File: config.mk
export PLATFORM = sky130hd
export DESIGN_NAME = mem_stage_flat
export DESIGN_NICKNAME = d
export VERILOG_FILES = /design/src/rtl/mem_stage_pkg.sv /design/src/rtl/mem_stage_if.sv /design/src/rtl/mem_load_ext.sv /design/src/rtl/mem_stage.sv /design/src/flat_wrapper.sv
export SDC_FILE = /design/constraint.sdc
export NUM_CORES = 1
export LEC_CHECK = 0
export ABC_AREA = 0
export BUFFER_PORTS_ARGS = -buffer_cell sky130_fd_sc_hd__buf_2
export CORE_UTILIZATION = 55
export DETAILED_ROUTE_END_ITERATION = 6
export PLACE_DENSITY_LB_ADDON = 0.05
export SLEW_MARGIN = 5
export SYNTH_ARGS = -nofsm -noshare
export SYNTH_HDL_FRONTEND = slang
export SYNTH_HIERARCHICAL = 1
export SYNTH_SLANG_ARGS = --single-unit
File: constraint.sdc
create_clock -name clk -period 5 [get_ports clk]
set_input_delay 0.5 -clock clk [delete_from_list [all_inputs] [get_ports clk]]
set_output_delay 0.5 -clock clk [all_outputs]
set_load 0.05 [all_outputs]
File: src/rtl/mem_stage_pkg.sv
// Shared types and constants for the MEM pipeline stage.
// Optional feature macro: MEM_HILO_EN adds HI/LO pass-through fields to both stage buses.
package mem_stage_pkg;

    localparam int   STALL_W       = 7;
    localparam int   STALL_MEM_IN  = 5;
    localparam int   STALL_MEM_OUT = 6;
    localparam logic STOP          = 1'b1;
    localparam logic NO_STOP       = 1'b0;

    typedef enum logic [2:0] {
        LOAD_NONE = 3'd0,
        LOAD_LB   = 3'd1,
        LOAD_LBU  = 3'd2,
        LOAD_LH   = 3'd3,
        LOAD_LHU  = 3'd4,
        LOAD_LW   = 3'd5
    } load_op_e;

    typedef enum logic [1:0] {
        MEM_IDLE = 2'd0,
        MEM_WAIT = 2'd1,
        MEM_HOLD = 2'd2
    } mem_state_e;

    // load_op stays a plain 3-bit field so the unused codes 6/7 can travel through
    typedef struct packed {
`ifdef MEM_HILO_EN
        logic        hi_we;
        logic        lo_we;
        logic [31:0] hi;
        logic [31:0] lo;
`endif
        logic [31:0] pc;
        logic [2:0]  load_op;
        logic        rf_we;
        logic [4:0]  rf_waddr;
        logic [31:0] ex_result;
    } ex_to_mem_t;

    typedef struct packed {
`ifdef MEM_HILO_EN
        logic        hi_we;
        logic        lo_we;
        logic [31:0] hi;
        logic [31:0] lo;
`endif
        logic [31:0] pc;
        logic        rf_we;
        logic [4:0]  rf_waddr;
        logic [31:0] rf_wdata;
    } mem_to_wb_t;

    localparam int EX_TO_MEM_WD = $bits(ex_to_mem_t);
    localparam int MEM_TO_WB_WD = $bits(mem_to_wb_t);

    // Codes 6 and 7 are not loads
    function automatic logic is_load(input logic [2:0] op);
        return (op >= LOAD_LB) && (op <= LOAD_LW);
    endfunction

endpackage

File: src/rtl/mem_stage_if.sv
// Bus bundle between the pipeline/memory system and the MEM stage.
// Optional feature macro: MEM_HILO_EN (widens both stage buses through the package types).
interface mem_stage_if;
    import mem_stage_pkg::*;

    logic                    flush;
    logic [STALL_W-1:0]      stall;
    logic [EX_TO_MEM_WD-1:0] ex_to_mem_bus;
    logic                    data_rvalid;
    logic [31:0]             data_rdata;
    logic                    stallreq_mem;
    logic [MEM_TO_WB_WD-1:0] mem_to_wb_bus;

    modport master (
        output flush, stall, ex_to_mem_bus, data_rvalid, data_rdata,
        input  stallreq_mem, mem_to_wb_bus
    );

    modport slave (
        input  flush, stall, ex_to_mem_bus, data_rvalid, data_rdata,
        output stallreq_mem, mem_to_wb_bus
    );

endinterface

File: src/rtl/mem_load_ext.sv
// Load data lane selection and sign/zero extension for the MEM stage.
// Optional feature macro: MEM_HILO_EN (not used here).
module mem_load_ext
    import mem_stage_pkg::*;
(
    input  logic [2:0]  load_op,
    input  logic [1:0]  addr,
    input  logic [31:0] rdata,
    output logic [31:0] wdata
);

    logic [7:0]  byte_lane;
    logic [15:0] half_lane;

    // Pick the addressed byte/half lane and widen it to a register value
    always_comb begin
        byte_lane = rdata[{addr, 3'b000} +: 8];
        half_lane = addr[1] ? rdata[31:16] : rdata[15:0];
        wdata     = '0;
        case (load_op)
            LOAD_LB:  wdata = {{24{byte_lane[7]}}, byte_lane};
            LOAD_LBU: wdata = {24'd0, byte_lane};
            LOAD_LH:  wdata = {{16{half_lane[15]}}, half_lane};
            LOAD_LHU: wdata = {16'd0, half_lane};
            LOAD_LW:  wdata = rdata;
            default:  wdata = '0;
        endcase
    end

endmodule

File: src/rtl/mem_stage.sv
// MEM pipeline stage: EX->MEM register, load-return FSM, killed-load drop counter,
// return buffer for held output, and MEM->WB bus packing.
// Optional feature macro: MEM_HILO_EN passes HI/LO write fields straight through.
module mem_stage
    import mem_stage_pkg::*;
(
    input  logic       clk,
    input  logic       rst,
    mem_stage_if.slave mem_bus
);

    ex_to_mem_t  ex_in, ex_d, ex_q;
    mem_state_e  state_d, state_q;
    logic [1:0]  drop_cnt_d, drop_cnt_q;
    logic [31:0] rdata_buf_d, rdata_buf_q;

    logic        stop_in, stop_out, capture, new_load;
    logic        ret_ok, ret_drop, kill_pending, stallreq;
    logic [31:0] load_data, ext_data, rf_wdata;
    mem_to_wb_t  wb_out;
    logic        unused_stall_bits;

    assign ex_in     = ex_to_mem_t'(mem_bus.ex_to_mem_bus);
    assign stop_in   = (mem_bus.stall[STALL_MEM_IN] == STOP);
    assign stop_out  = (mem_bus.stall[STALL_MEM_OUT] == STOP);
    assign capture   = !mem_bus.flush && !stop_in;
    assign new_load  = capture && is_load(ex_in.load_op);
    assign ret_ok    = mem_bus.data_rvalid && (drop_cnt_q == 2'd0);
    assign ret_drop  = mem_bus.data_rvalid && (drop_cnt_q != 2'd0);
    assign unused_stall_bits = ^{mem_bus.stall[STALL_MEM_IN-1:0]};

    // Next value of the EX->MEM register: flush and front-only stall insert a bubble
    always_comb begin
        ex_d = ex_q;
        if (mem_bus.flush) begin
            ex_d = '0;
        end else if (stop_in && !stop_out) begin
            ex_d = '0;
        end else if (!stop_in) begin
            ex_d = ex_in;
        end
    end

    // Load-return FSM plus the count of returns still owed to killed loads
    always_comb begin
        state_d      = state_q;
        rdata_buf_d  = rdata_buf_q;
        drop_cnt_d   = drop_cnt_q;
        kill_pending = 1'b0;
        stallreq     = 1'b0;
        unique case (state_q)
            MEM_IDLE: begin
                if (new_load) begin
                    state_d = MEM_WAIT;
                end
            end
            MEM_WAIT: begin
                stallreq = !ret_ok;
                if (mem_bus.flush) begin
                    state_d      = MEM_IDLE;
                    kill_pending = !ret_ok;
                end else if (ret_ok) begin
                    if (stop_out) begin
                        rdata_buf_d = mem_bus.data_rdata;
                        state_d     = MEM_HOLD;
                    end else begin
                        state_d = new_load ? MEM_WAIT : MEM_IDLE;
                    end
                end
            end
            MEM_HOLD: begin
                if (mem_bus.flush) begin
                    rdata_buf_d = '0;
                    state_d     = MEM_IDLE;
                end else if (!stop_out) begin
                    state_d = new_load ? MEM_WAIT : MEM_IDLE;
                end
            end
            default: begin
                state_d = MEM_IDLE;
            end
        endcase
        if (kill_pending && !ret_drop) begin
            if (drop_cnt_q != 2'd3) begin
                drop_cnt_d = drop_cnt_q + 2'd1;
            end
        end else if (ret_drop && !kill_pending) begin
            drop_cnt_d = drop_cnt_q - 2'd1;
        end
    end

    // State registers with synchronous active-low reset
    always_ff @(posedge clk) begin
        if (!rst) begin
            ex_q        <= '0;
            state_q     <= MEM_IDLE;
            drop_cnt_q  <= 2'd0;
            rdata_buf_q <= '0;
        end else begin
            ex_q        <= ex_d;
            state_q     <= state_d;
            drop_cnt_q  <= drop_cnt_d;
            rdata_buf_q <= rdata_buf_d;
        end
    end

    assign load_data = (state_q == MEM_HOLD) ? rdata_buf_q : mem_bus.data_rdata;

    mem_load_ext u_load_ext (
        .load_op (ex_q.load_op),
        .addr    (ex_q.ex_result[1:0]),
        .rdata   (load_data),
        .wdata   (ext_data)
    );

    // Pack the write-back bus; non-loads forward the EX result
    always_comb begin
        rf_wdata        = is_load(ex_q.load_op) ? ext_data : ex_q.ex_result;
        wb_out          = '0;
`ifdef MEM_HILO_EN
        wb_out.hi_we    = ex_q.hi_we;
        wb_out.lo_we    = ex_q.lo_we;
        wb_out.hi       = ex_q.hi;
        wb_out.lo       = ex_q.lo;
`endif
        wb_out.pc       = ex_q.pc;
        wb_out.rf_we    = ex_q.rf_we;
        wb_out.rf_waddr = ex_q.rf_waddr;
        wb_out.rf_wdata = rf_wdata;
    end

    assign mem_bus.mem_to_wb_bus = wb_out;
    assign mem_bus.stallreq_mem  = stallreq;

    // A return with no load waiting and nothing left to drop breaks the bus protocol
    a_no_stray_return: assert property (@(posedge clk) disable iff (!rst)
        !(mem_bus.data_rvalid && (state_q != MEM_WAIT) && (drop_cnt_q == 2'd0)));

endmodule
File: src/flat_wrapper.sv
// flat-port wrapper written by rule: the top's interface ports become plain ports
module mem_stage_flat import mem_stage_pkg::*;
  (clk, rst, mem_bus_flush, mem_bus_stall, mem_bus_ex_to_mem_bus, mem_bus_data_rvalid, mem_bus_data_rdata, mem_bus_stallreq_mem, mem_bus_mem_to_wb_bus);
  mem_stage_if mem_bus_i ();
  input  logic clk;
  input  logic rst;
  input wire logic [$bits(mem_bus_i.flush)-1:0] mem_bus_flush;
  input wire logic [$bits(mem_bus_i.stall)-1:0] mem_bus_stall;
  input wire logic [$bits(mem_bus_i.ex_to_mem_bus)-1:0] mem_bus_ex_to_mem_bus;
  input wire logic [$bits(mem_bus_i.data_rvalid)-1:0] mem_bus_data_rvalid;
  input wire logic [$bits(mem_bus_i.data_rdata)-1:0] mem_bus_data_rdata;
  output wire logic [$bits(mem_bus_i.stallreq_mem)-1:0] mem_bus_stallreq_mem;
  output wire logic [$bits(mem_bus_i.mem_to_wb_bus)-1:0] mem_bus_mem_to_wb_bus;
  assign mem_bus_i.flush = mem_bus_flush;
  assign mem_bus_i.stall = mem_bus_stall;
  assign mem_bus_i.ex_to_mem_bus = mem_bus_ex_to_mem_bus;
  assign mem_bus_i.data_rvalid = mem_bus_data_rvalid;
  assign mem_bus_i.data_rdata = mem_bus_data_rdata;
  assign mem_bus_stallreq_mem = mem_bus_i.stallreq_mem;
  assign mem_bus_mem_to_wb_bus = mem_bus_i.mem_to_wb_bus;
  mem_stage u_core (.clk(clk), .rst(rst), .mem_bus(mem_bus_i));
endmodule
==> impl_metrics.json <==
{
  "final_max_slew_viol_count": 0,
  "finalCriticalPeriod_ps": 3900,
  "grt_overflow": 0,
  "status": "completed",
  "finalWorstSetupSlack_ps": 1100,
  "cp_max_fo": 28,
  "core_um2": 11000,
  "yosys_most_used_dff": "dfxtp_1",
  "drcViolationCount": 0,
  "numCtsBuffers": 9,
  "ioPinCount": 187,
  "syn-num-nets": 801,
  "final_nets": 907,
  "yosysWarnings": 6,
  "hold_viol": 0,
  "cts-root-buf": "clkbuf_16",
  "endpoint_kind": "primary output",
  "fp.dieW_um": 109,
  "yosysSeqAreaShare": 0.347,
  "grt_max_degree": 72,
  "antenna_found_initial": 0,
  "first_pass_iters": 4,
  "routedWlPerCell_um": 16.1,
  "relSlewSlack": 0.222,
  "antennaDiodeCount": 0,
  "pre_cts_slack_ps": 1520,
  "fmax_mhz": 256,
  "critPathKind": "register to primary output",
  "fin_crit_sh": 0.780,
  "finalClockSkew_ps": 4.52,
  "yosysMostFrequentCell": "mux2i_1",
  "post-cts-setup-buffers": 0,
  "gp_congestion": 0.933,
  "grt_pass1_vias": 4888,
  "clockBufferDepth": 2,
  "ys_ff_latch": 109,
  "startpoint_type": "register",
  "timing.hold.ws_ps": 373,
  "io_buffers": 181,
  "grt_pass1_wl_um": 23900,
  "die_height_um": 109,
  "rsz0062_at_grt": "false",
  "drive_gt1_frac": 0.295,
  "finalSetupViolations": 0,
  "synth.cell_area_um2": 6280,
  "post-synth-top-area-fraction": 0.347,
  "h-tree-depth": 3,
  "synth.distinct_cells": 52,
  "synth_area_leaders": "dfxtp_1, mux2i_1, mux2_1",
  "nFillCells": 944,
  "async_flop_share": 0,
  "cts.sinks": 109,
  "critPathRequiredTime_ps": 4500,
  "synth_top_cell_by_area": "dfxtp_1",
  "initial_core_util": 0.572,
  "drtIter0Drc": 442,
  "routed_wl_um": 15000,
  "ant_nets": 0,
  "vias": 5266,
  "vias_per_cell": 5.63,
  "dp_hpwl_um": 10900,
  "synth_cells": 685,
  "p_per_area_nw_per_um2": 272,
  "die_area_um2": 11900,
  "num_rows": 38,
  "setup-tns-final_ps": 0,
  "path_clk_slew_ps": 70,
  "synthTopCellsByCount": "mux2i_1, dfxtp_1, nor2_1",
  "clk_latency_ps": 350,
  "hp-class": "input pin to register",
  "cts_tree": "done",
  "leakagePower_nw": 3.57,
  "peakVddDrop_v": 0.000302,
  "drv_cap": 0,
  "synth.avg_cell_area_um2": 9.17,
  "cts_hold_buf": 0,
  "syn_to_final_growth_pct": 14.3,
  "crit_arrival_ps": 3400,
  "grt_util_all_layers": 0.260,
  "synth_edf_count": 0,
  "tightest_slew_ps": 1170,
  "cts_resized": 0,
  "r2r_slack_ps": 3110
}
==> worst max-delay path, stage by stage, from the launching register on <==
cell	delay, ps
dfxtp_1	420
nand2b_2	560
mux2_1	500
mux4_2	490
and3_1	180
a211oi_1	260
o21ai_1	130
mux2_1	300
buf_2	210
==> kinds of logic (layout without fill, tap and decap cells) <==
| kind of cell | after synthesis | after routing | synth area share |
|---|---|---|---|
| simple gates | 221 | 221 | 0.173 |
| mux | 182 | 182 | 0.305 |
| flops | 109 | 109 | 0.347 |
| buf+inv | 95 | 206 | 0.0908 |
| compound gates | 77 | 77 | 0.0819 |
| fa+ha+maj | 1 | 1 | 0.00159 |
==> flip-flops by register name (all words and copies together), names as in the netlist <==
signal                        count
u_core/rdata_buf_q               32
u_core/ex_q                      35
u_core/drop_cnt_q                 2
u_core/state_q                    2
u_core/mem_bus.mem_to_wb_bus     38
==> report_power, final <==
part | switching (mW) | total [mW] | internal [mW]
Clock | 0.340 | 0.737 | 0.396
Sequential | 0.0136 | 0.899 | 0.885
Combinational | 0.193 | 0.314 | 0.121
Total | 0.547 | 1.95 | 1.40
==> per-layer routing <==
metal  vias to the layer above  part of all wire  track usage
li1                       2589                 -            -
met1                      2500              0.46        0.343
met2                       166              0.46        0.414
met3                        11             0.068       0.0729
met4                         0            0.0092       0.0676
met5                         -                 0            0
==> final cells by class <==
cell class                      instances  area (um2)  share of cell area
Inverter                                3        11.3             0.00157
Tap cell                              140         175              0.0244
Clock inverter                          7        83.8              0.0117
Clock buffer                            9         225              0.0314
Sequential cell                       109        2180               0.304
Multi-Input combinational cell        481        3550               0.494
Timing Repair Buffer                  187         953               0.133
==> worst paths after layout <==
| check | startpoint | to | cells after the start |
|---|---|---|---|
| setup / recovery | u_core/state_q[0] | mem_bus_mem_to_wb_bus[3] | 8 |
| hold reg to reg | u_core/rdata_buf_q[16] | u_core/rdata_buf_q[16] | 2 |
| hold / removal | mem_bus_ex_to_mem_bus[26] | u_core/ex_q[26] | 3 |
| setup reg to reg | u_core/state_q[0] | u_core/rdata_buf_q[25] | 3 |
==> placed cells by master (no fill, tap or decap), types with 2 or more instances in the layout <==
master,n
buf_2,180
mux2i_1,116
dfxtp_1,109
nor2_1,88
nand3_1,65
mux2_1,47
a21oi_1,25
mux2_2,18
o21ai_1,18
nor2b_1,17
nand2_1,15
and2_1,10
clkbuf_16,9
o221ai_1,8
buf_4,7
nand2b_1,6
a221o_1,6
nor3_1,4
clkinv_4,3
inv_1,3
nand3b_1,3
o211ai_1,2
o21ai_0,2
and3_1,2
a22oi_1,2
==> stage by stage <==
step,utilization,total power [mW],instance area [um2],instances
after floorplan,-,1.15,6280,685
after global placement,0.625,1.22,6870,920
after detailed placement,0.625,1.23,6870,920
after CTS,0.653,1.97,7180,936
after global routing,0.653,2.03,7180,936
final,0.653,1.95,7180,936
Power figures use the tool's default switching activity.
